[src/rtl/exp_table.sv]
// Purpose: register file of expected stores (address/data pairs).
// Latency: write lands on the next rising edge; read is combinational.
// Backpressure: none; a write is accepted every cycle we_i is high.
// Ports: clk; we_i/wr_idx_i/wr_addr_i/wr_data_i write port;
//        rd_idx_i selects the entry driven on rd_addr_o/rd_data_o.
module exp_table #(
  parameter int ADDR_W = 32,
  parameter int DATA_W = 32,
  parameter int DEPTH  = 8,
  parameter int IDX_W  = 3
) (
  input  logic              clk,
  input  logic              we_i,
  input  logic [IDX_W-1:0]  wr_idx_i,
  input  logic [ADDR_W-1:0] wr_addr_i,
  input  logic [DATA_W-1:0] wr_data_i,
  input  logic [IDX_W-1:0]  rd_idx_i,
  output logic [ADDR_W-1:0] rd_addr_o,
  output logic [DATA_W-1:0] rd_data_o
);

  // No reset: contents are reloaded by software before each check and are
  // deliberately kept across a checker reset so a check can be re-run.
  logic [ADDR_W-1:0] addr_q [DEPTH];
  logic [DATA_W-1:0] data_q [DEPTH];

  always_ff @(posedge clk) begin
    if (we_i) begin
      addr_q[wr_idx_i] <= wr_addr_i;
      data_q[wr_idx_i] <= wr_data_i;
    end
  end

  assign rd_addr_o = addr_q[rd_idx_i];
  assign rd_data_o = data_q[rd_idx_i];

endmodule

[config.mk]
export PLATFORM = sky130hd
export DESIGN_NAME = exp_table
export DESIGN_NICKNAME = d
export VERILOG_FILES = /design/src/rtl/exp_table.sv
export SDC_FILE = /design/constraint.sdc
export NUM_CORES = 1
export LEC_CHECK = 0
export BUFFER_PORTS_ARGS = -buffer_cell sky130_fd_sc_hd__buf_4
export CORE_MARGIN = 2
export CORE_UTILIZATION = 50
export DETAILED_ROUTE_END_ITERATION = 10
export GPL_TIMING_DRIVEN = 0
export PLACE_DENSITY = 0.71
export SYNTH_ARGS = -nofsm -noshare
export SYNTH_HDL_FRONTEND = slang
export SYNTH_SLANG_ARGS = --single-unit
[constraint.sdc]
create_clock -name clk -period 5.5 [get_ports clk]
set_input_delay 0.275 -clock clk [delete_from_list [all_inputs] [get_ports clk]]
set_output_delay 0.275 -clock clk [all_outputs]
set_load 0.02 [all_outputs]
* Word-level counts from Yosys, hierarchy flattened
Memories as Yosys holds them, arrays and structs flattened. Index checks and enable logic that the tools add are counted.
Storage, ports and cells: output and inout bits 64, memory bits (read-only) 0, memories 2, bits in writable memories 512, input port bits 72, bits in latches 0, word-level logic and storage cells 4, flip-flop bits (word level) 0
Memories:
- addr_q | depth 8, width 32, read ports 1, clocked after Yosys merged registers in 0, write ports 1, line 24 | logic [ADDR_W-1:0] addr_q [DEPTH];
- data_q | depth 8, width 32, read ports 1, clocked after Yosys merged registers in 0, write ports 1, line 25 | logic [DATA_W-1:0] data_q [DEPTH];
Cells by class: add/subtract/negate cells 0, divide/modulo/power cells 0, shift-type cells 0, multiply operators 0, reductions and logical operators 0, bitwise logic cells 0, order comparisons 0, muxes and demuxes 2, equality and inequality tests 0
Operator list (number):
- 1-bit two-way mux | 2

* Depth between registers and ports, before layout
Gate-level depths: netlist of the first run.
depth after elaboration 2, depth in mapped cells 4, gate-level depth less buffers 2

* Least setup slack after synthesis of the first run
OpenSTA, ideal clock, no wires.
kind input to register, start point in wr_idx_i[1], end point mem addr_q[0][0] (enable), setup slack 0.130 ns, path buffers 0, data required time 4.935 ns, data arrival time 4.804 ns, stages 2, cell sequence nand2b_1 > nor3_1
RTL lines:
- start: declaration | line 14 | input logic [IDX_W-1:0] wr_idx_i,
- end: declaration | line 24
No word-level cell before the write port.

* Final worst setup path of the first run
start point in rd_idx_i[1], end point out rd_data_o[20]
Between the ends: word-level cells in the longest chain between the ends 1
RTL lines:
- start: declaration | line 17 | input logic [IDX_W-1:0] rd_idx_i,
- memory 8 x 32 bit
- end: declaration | line 19 | output logic [DATA_W-1:0] rd_data_o
No other way between the ends.

==> impl_metrics.sql, run 1 <==
INSERT INTO impl_metrics (metric_group, metric, value, unit) VALUES
('placed_design', 'finalWeightedCongestion', '0.688', ''),
('run_status', 'result_of_the_run', 'finished, final reports clean', ''),
('floorplan', 'floorplan.initialDensity', '50.9', '%'),
('drt', 'avgRoutedWirePerCell', '23.9', 'um'),
('hold_path', 'hold_start', 'wr_idx_i[2]', ''),
('clock_network', 'clockRootBuffer', 'sky130_fd_sc_hd__clkbuf_16', ''),
('critical_path', 'required', '5.22', 'ns'),
('placed_design', 'dp.final_hpwl', '23.6', 'mm'),
('critical_path', 'cp-startpoint', 'rd_idx_i[1]', ''),
('synthesis', 'synth_xor_xnor_area_share', '0', '%'),
('pwr', 'finalPower', '0.00814', 'W'),
('global_routing', 'use_met3', '3.60', '%'),
('placed_design', 'port-buffer-count', '132', ''),
('floorplan', 'std_cell_rows', '71', ''),
('synthesis', 'synth_top_cells_by_area', 'sky130_fd_sc_hd__edfxtp_1 (80%), sky130_fd_sc_hd__mux4_2 (15%), sky130_fd_sc_hd__mux2_2 (3.7%), sky130_fd_sc_hd__buf_6 (0.64%), sky130_fd_sc_hd__buf_1 (0.18%)', ''),
('timing', 'slew-limit-headroom', '39.9', '%'),
('drt', 'detailroute.via_count', '8766', ''),
('placed_design', 'detailed_place.area', '0.0214', 'mm^2'),
('synthesis', 'synth_seq_cells', '512', ''),
('clock_network', 'clkTransAtPathRegs', '0.06', 'ns'),
('timing', 'grt_setup_unrepaired', 'no', ''),
('synthesis', 'synthDistinctLibCells', '12', ''),
('synthesis', 'synth.net_count', '824', ''),
('synthesis', 'muxShareOfSynthArea', '18.7', '%'),
('drt', 'drt_drc_violations_left', '0', ''),
('critical_path', 'endpoint_kind', 'output port', ''),
('pwr', 'power_per_cell_area', '346', 'mW/mm^2'),
('floorplan', 'die_w', '200', 'um'),
('hold_path', 'hold_class', 'input port to register', ''),
('global_routing', 'number_of_global_route_vias_before_repair', '9384', ''),
('floorplan', 'design.die.area', '0.0401', 'mm^2'),
('synthesis', 'mean_post_synth_cell_area', '25.6', 'um^2'),
('floorplan', 'design.portCount', '136', ''),
('flow_run', 'drv.max_cap_violation_count', '0', ''),
('global_routing', 'gr-max-usage-layer', 'met2', ''),
('timing', 'worst_slew_pin_slew', '0.899', 'ns'),
('drt', 'drt_first_iter_violations', '540', ''),
('clock_network', 'cts_max_level', '2', ''),
('global_routing', 'met2_usage', '32.1', '%'),
('cells_and_area', 'area_growth', '22.0', '%'),
('clock_network', 'cts-resized-gates', '0', ''),
('floorplan', 'coreArea', '0.0378', 'mm^2'),
('synthesis', 'synth.largest_area_cell', 'sky130_fd_sc_hd__edfxtp_1', ''),
('drt', 'detailedRoute.firstPassIterationCount', '5', ''),
('synthesis', 'combinational_family_with_the_most_area_after_synthesis', 'multiplexers', ''),
('timing', 'tns', '0', 'ns'),
('clock_network', 'cts-buffers-inserted', '50', ''),
('timing', 'maxSlewViolCount', '0', ''),
('timing', 'final-hold-violation-count', '0', ''),
('synthesis', 'post_synth_and_or_nand_nor_area_fraction', '0.305', '%'),
('global_routing', 'grt.total_usage', '19.2', '%'),
('global_routing', 'groute.layer.met1.usage', '26.3', '%'),
('cells_and_area', 'final_core_util', '62.1', '%'),
('drt', 'post_drt_via_cell_ratio', '5.56', ''),
('critical_path', 'timing.setup.critical_path_class', 'input port to output port', ''),
('clock_network', 'cts.sinks', '512', ''),
('global_routing', 'grt_start_max_net_pins', '25', ''),
('global_routing', 'grt_overflow_total', '0', ''),
('pwr', 'peak_supply_drop', '292', 'uV'),
('synthesis', 'synth-adder-area-share', '0', '%'),
('synthesis', 'synthCells', '752', ''),
('timing', 'finalSetupViolations', '0', ''),
('cells_and_area', 'final_net_count', '1101', ''),
('floorplan', 'floorplan.die.height', '200', 'um'),
('timing', 'share_of_the_clock_period_used_by_the_worst_path_after_layout', '44.5', '%'),
('critical_path', 'path_max_fanout', '10', ''),
('cells_and_area', 'non_filler_instances', '1577', ''),
('timing', 'final.min_clock_period', '2.45', 'ns'),
('synthesis', 'synth.cell_area', '0.0193', 'mm^2'),
('clock_network', 'number_of_setup_buffers_added_after_cts', '0', ''),
('critical_path', 'startpoint_type', 'input port', '');
## through the flow
step / hold WS [ns] / setup slack [ns]
finish: 0.120 / 3.05
global route: 0.116 / 2.94
CTS: 0.0944 / 2.98
detailed placement: 0.509 / 2.97
global placement: 0.506 / -4.60
floorplan: 0.374 / 0.130
## Yosys cell counts
cell type / count
sky130_fd_sc_hd__edfxtp_1: 512
sky130_fd_sc_hd__mux4_2: 128
sky130_fd_sc_hd__mux2_2: 64
sky130_fd_sc_hd__buf_6: 11
sky130_fd_sc_hd__buf_1: 9
sky130_fd_sc_hd__clkbuf_1: 9
sky130_fd_sc_hd__nor2_1: 6
sky130_fd_sc_hd__buf_2: 3
sky130_fd_sc_hd__buf_4: 3
sky130_fd_sc_hd__nand2b_1: 3
sky130_fd_sc_hd__nand2_1: 2
sky130_fd_sc_hd__nor3_1: 2
## sequential cells by signal, indices dropped and copies added (netlist names)
signal and cells:
addr_q 256, data_q 256
## worst max-delay path: stages
cell and delay, ns:
sky130_fd_sc_hd__buf_1 0.63, sky130_fd_sc_hd__clkbuf_1 0.64, sky130_fd_sc_hd__mux2_2 0.45, sky130_fd_sc_hd__buf_4 0.17
## cells by family (layout without fill, tap and decap cells)
kind of cell | count (synthesis) | after routing
buf+inv | 35 | 348
simple gates | 13 | 13
flops | 512 | 512
mux | 192 | 192
other cells | 0 | 1
## cell type report
class                      instances  area [um^2]  share of cell area [%]
buffer                            35          229                   0.974
antenna                            1         2.50                  0.0106
sequential                       512        15400                    65.4
multi-input combinational        205         3720                    15.8
tap                              511          639                    2.72
clock inverter                    26          141                   0.601
clock buffer                      62         1320                    5.60
timing repair buffer             225         2090                    8.89
## power by group
group	internal (W)	switching [W]	total, W	leakage (nW)
Sequential	0.00443	0.0000261	0.00445	4.65
Combinational	0.000313	0.000320	0.000633	2.32
Clock	0.00173	0.00133	0.00306	0.714
Total	0.00647	0.00167	0.00814	7.69
## worst paths after layout
path | cells after the start | slack [ns] | to
min | 2 | 0.12 | data_q[0][4]
max | 4 | 3.05 | rd_data_o[20]
## metal layers
| metal | wire length, um | share of wire, % |
|---|---|---|
| met3 | 1890 | 5.0 |
| met5 | 13 | 0.034 |
| met1 | 16000 | 42 |
| met4 | 758 | 2.0 |
| met2 | 19100 | 51 |
## layout by cell type, fill, tap and decap left out, drive strengths merged, types with 2 or more instances in the layout
cell         synthesis  layout
dlygate4sd3          0      64
buf                 26     187
nand2b               3       3
clkbuf               9      71
edfxtp             512     512
nor3                 2       2
mux4               128     128
mux2                64      64
nor2                 6       6
nand2                2       2
clkinv               0      24
(Power assumes the default switching activity.)
==> run 2: changes to the inputs <==
- clock period: 5.5 -> 2.15 ns (I/O delays scaled with it)
==> run 2 against run 1 <==
  * Core utilization rose by 0.67 points
  * Total power rose to 2.6 times the previous value
  * Sequential power rose to 2.6 times the previous value
  * Combinational power rose to 2.6 times the previous value
  * Worst setup slack got worse by 2.9 ns
  * Design area rose by 1.1%
  * Critical path type unchanged
  * Largest power group unchanged
==> impl_metrics.sql, run 2 (synthesis results as in run 1) <==
INSERT INTO impl_metrics (metric_group, metric, value, unit) VALUES
('clock_network', 'clockBufferDepth', '3', ''),
('cells_and_area', 'multi_input_area', '0.00375', 'mm^2'),
('clock_network', 'cts-buffers-inserted', '50', ''),
('timing', 'hold_slack', '0.109', 'ns'),
('run_status', 'result_of_the_run', 'finished, final reports clean', ''),
('timing', 'maxClockFrequency', '0.491', 'GHz'),
('global_routing', 'grt_start_max_net_pins', '26', ''),
('floorplan', 'coreArea', '0.0378', 'mm^2'),
('drt', 'finalWirelength', '37.2', 'mm'),
('global_routing', 'grt_antenna_before_repair', '3', ''),
('critical_path', 'endpoint_kind', 'output port', ''),
('critical_path', 'startpoint_type', 'input port', ''),
('pwr', 'finalPower', '0.0212', 'W'),
('drt', 'detailroute.via_count', '8774', ''),
('pwr', 'intPower', '0.0169', 'W'),
('clock_network', 'number_of_setup_buffers_added_after_cts', '0', ''),
('floorplan', 'design.portCount', '136', ''),
('pwr', 'p_switching', '0.00430', 'W'),
('flow_run', 'drv.max_cap_violation_count', '0', ''),
('floorplan', 'design.die.area', '0.0401', 'mm^2'),
('pwr', 'p_sw_share', '20.3', '%'),
('drt', 'post_drt_via_cell_ratio', '5.56', ''),
('clock_network', 'cts.sinks', '512', ''),
('timing', 'share_of_the_clock_period_used_by_the_worst_path_after_layout', '94.8', '%'),
('cells_and_area', 'area_growth', '23.4', '%'),
('timing', 'final.min_clock_period', '2.04', 'ns'),
('timing', 'worst_slew_pin_slew', '0.920', 'ns'),
('global_routing', 'grt.total_usage', '18.7', '%'),
('drt', 'drt.antenna.violating_nets', '0', ''),
('cells_and_area', 'register_area', '0.0154', 'mm^2'),
('global_routing', 'number_of_global_route_vias_before_repair', '9009', ''),
('pwr', 'comb_power_share', '7.8', '%'),
('pwr', 'power.static_leakage', '7.79', 'nW'),
('drt', 'drt_drc_violations_left', '0', ''),
('floorplan', 'die_w', '200', 'um'),
('cells_and_area', 'final_net_count', '1099', ''),
('critical_path', 'path_max_fanout', '10', ''),
('placed_design', 'port-buffer-count', '132', ''),
('timing', 'final-hold-violation-count', '0', ''),
('cells_and_area', 'final_cell_mix', 'sky130_fd_sc_hd__edfxtp_1 (512), sky130_fd_sc_hd__buf_4 (135), sky130_fd_sc_hd__mux4_2 (128), sky130_fd_sc_hd__dlygate4sd3_1 (67), sky130_fd_sc_hd__mux2_2 (64)', ''),
('placed_design', 'dp.final_hpwl', '22.1', 'mm'),
('floorplan', 'floorplan.die.height', '200', 'um'),
('cells_and_area', 'post-route-cell-area', '0.0238', 'mm^2'),
('global_routing', 'grt_overflow_total', '0', ''),
('critical_path', 'timing.setup.critical_path_class', 'input port to output port', ''),
('timing', 'finalSetupViolations', '0', ''),
('cells_and_area', 'layout.cells.most_common', 'sky130_fd_sc_hd__edfxtp_1', ''),
('clock_network', 'cts_max_level', '2', ''),
('pwr', 'power_per_cell_area', '890', 'mW/mm^2'),
('global_routing', 'grt_pass1_wl', '55.9', 'mm'),
('critical_path', 'cp-startpoint', 'rd_idx_i[2]', ''),
('hold_path', 'hold_start', 'wr_idx_i[1]', ''),
('drt', 'drt_first_iter_violations', '816', ''),
('floorplan', 'floorplan.initialDensity', '50.9', '%'),
('pwr', 'seqPwrFrac', '53.8', '%'),
('cells_and_area', 'final_core_util', '62.8', '%'),
('drt', 'detailedRoute.firstPassIterationCount', '7', ''),
('cells_and_area', 'top_regs', 'addr_q (256), data_q (256)', ''),
('floorplan', 'std_cell_rows', '71', ''),
('clock_network', 'cts_tree', 'yes', ''),
('cells_and_area', 'num-fill-cells', '2598', ''),
('critical_path', 'worst_ep_arrival_time', '1.93', 'ns'),
('drt', 'avgRoutedWirePerCell', '23.6', 'um'),
('pwr', 'peak_supply_drop', '750', 'uV'),
('timing', 'maxSlewViolCount', '0', ''),
('clock_network', 'clockRootBuffer', 'sky130_fd_sc_hd__clkbuf_16', ''),
('timing', 'slew-limit-headroom', '38.5', '%'),
('timing', 'grt_setup_unrepaired', 'no', ''),
('critical_path', 'required', '2.04', 'ns'),
('clock_network', 'clkTransAtPathRegs', '0.06', 'ns'),
('pwr', 'clockPowerShare', '38.4', '%'),
('cells_and_area', 'layout-drive-gt1-share', '41.6', '%'),
('hold_path', 'hold_class', 'input port to register', ''),
('placed_design', 'finalWeightedCongestion', '0.690', ''),
('placed_design', 'detailed_place.area', '0.0215', 'mm^2');
run 2: cell count changes in the layout (fill, tap and decap cells not counted), sizes merged, moves of 2 or more:
cell | before | now
clkinv | 24 | 22
clkbuf | 71 | 76
buf | 187 | 181
dlygate4sd3 | 64 | 67
run 2: critical path, stage by stage:
cell and delay (ns):
sky130_fd_sc_hd__clkbuf_1 0.55, sky130_fd_sc_hd__buf_2 0.43, sky130_fd_sc_hd__mux4_2 0.35, sky130_fd_sc_hd__mux2_2 0.31
sky130_fd_sc_hd__buf_4 0.17
run 2: power groups by stage:
| stage | clock network [W] | registers, W | logic (W) |
|---|---|---|---|
| final | 0.00812 | 0.0114 | 0.00164 |
| after global routing | 0.00870 | 0.0114 | 0.00175 |
| after CTS | 0.00829 | 0.0114 | 0.00168 |
| after detailed placement | 0 | 0.0116 | 0.00156 |
| after global placement | 0 | 0.0116 | 0.00148 |
| after floorplan | 0 | 0.0116 | 0.000863 |
run 2: area by class of cell:
class                   count  area share (%)
diodes                      2          0.0211
plain buffers              35            1.02
clock buffers              67            5.80
clock inverters            24           0.637
multi-input cells         205            15.8
flip-flops and latches    512            64.7
well taps                 511            2.69
repair buffers            223            9.35
run 2: worst paths after layout:
kind,slack [ns],cells after the start,to
max,0.11,5,rd_data_o[13]
min,0.11,3,data_q[2][17]
run 2: per-stage QoR:
stage          setup TNS (ns)  std cells  worst slack (ns)
6_report                    0       1579             0.113
5_1_grt                     0       1579            0.0211
4_1_cts                -0.160       1577           -0.0216
2_1_floorplan          -78.72        752            -0.239
3_5_place_dp            -1.61       1419           -0.0951
3_3_place_gp          -900.77       1395             -2.09
run 2: layer usage:
layer  vias to the layer above  share of wire [%]  track usage (%)
met5                         -              0.035                0
met4                         2                1.5             4.39
met3                        48                6.0             3.53
met2                       282                 48             29.3
met1                      4636                 44             27.7
li1                       3806                  -                -
run 2: what timing repair did:
action,CTS,global route
resized for setup,3,8
endpoints found under the hold margin,525,0
hold buffers,67,0
endpoints found under the setup margin,48,30
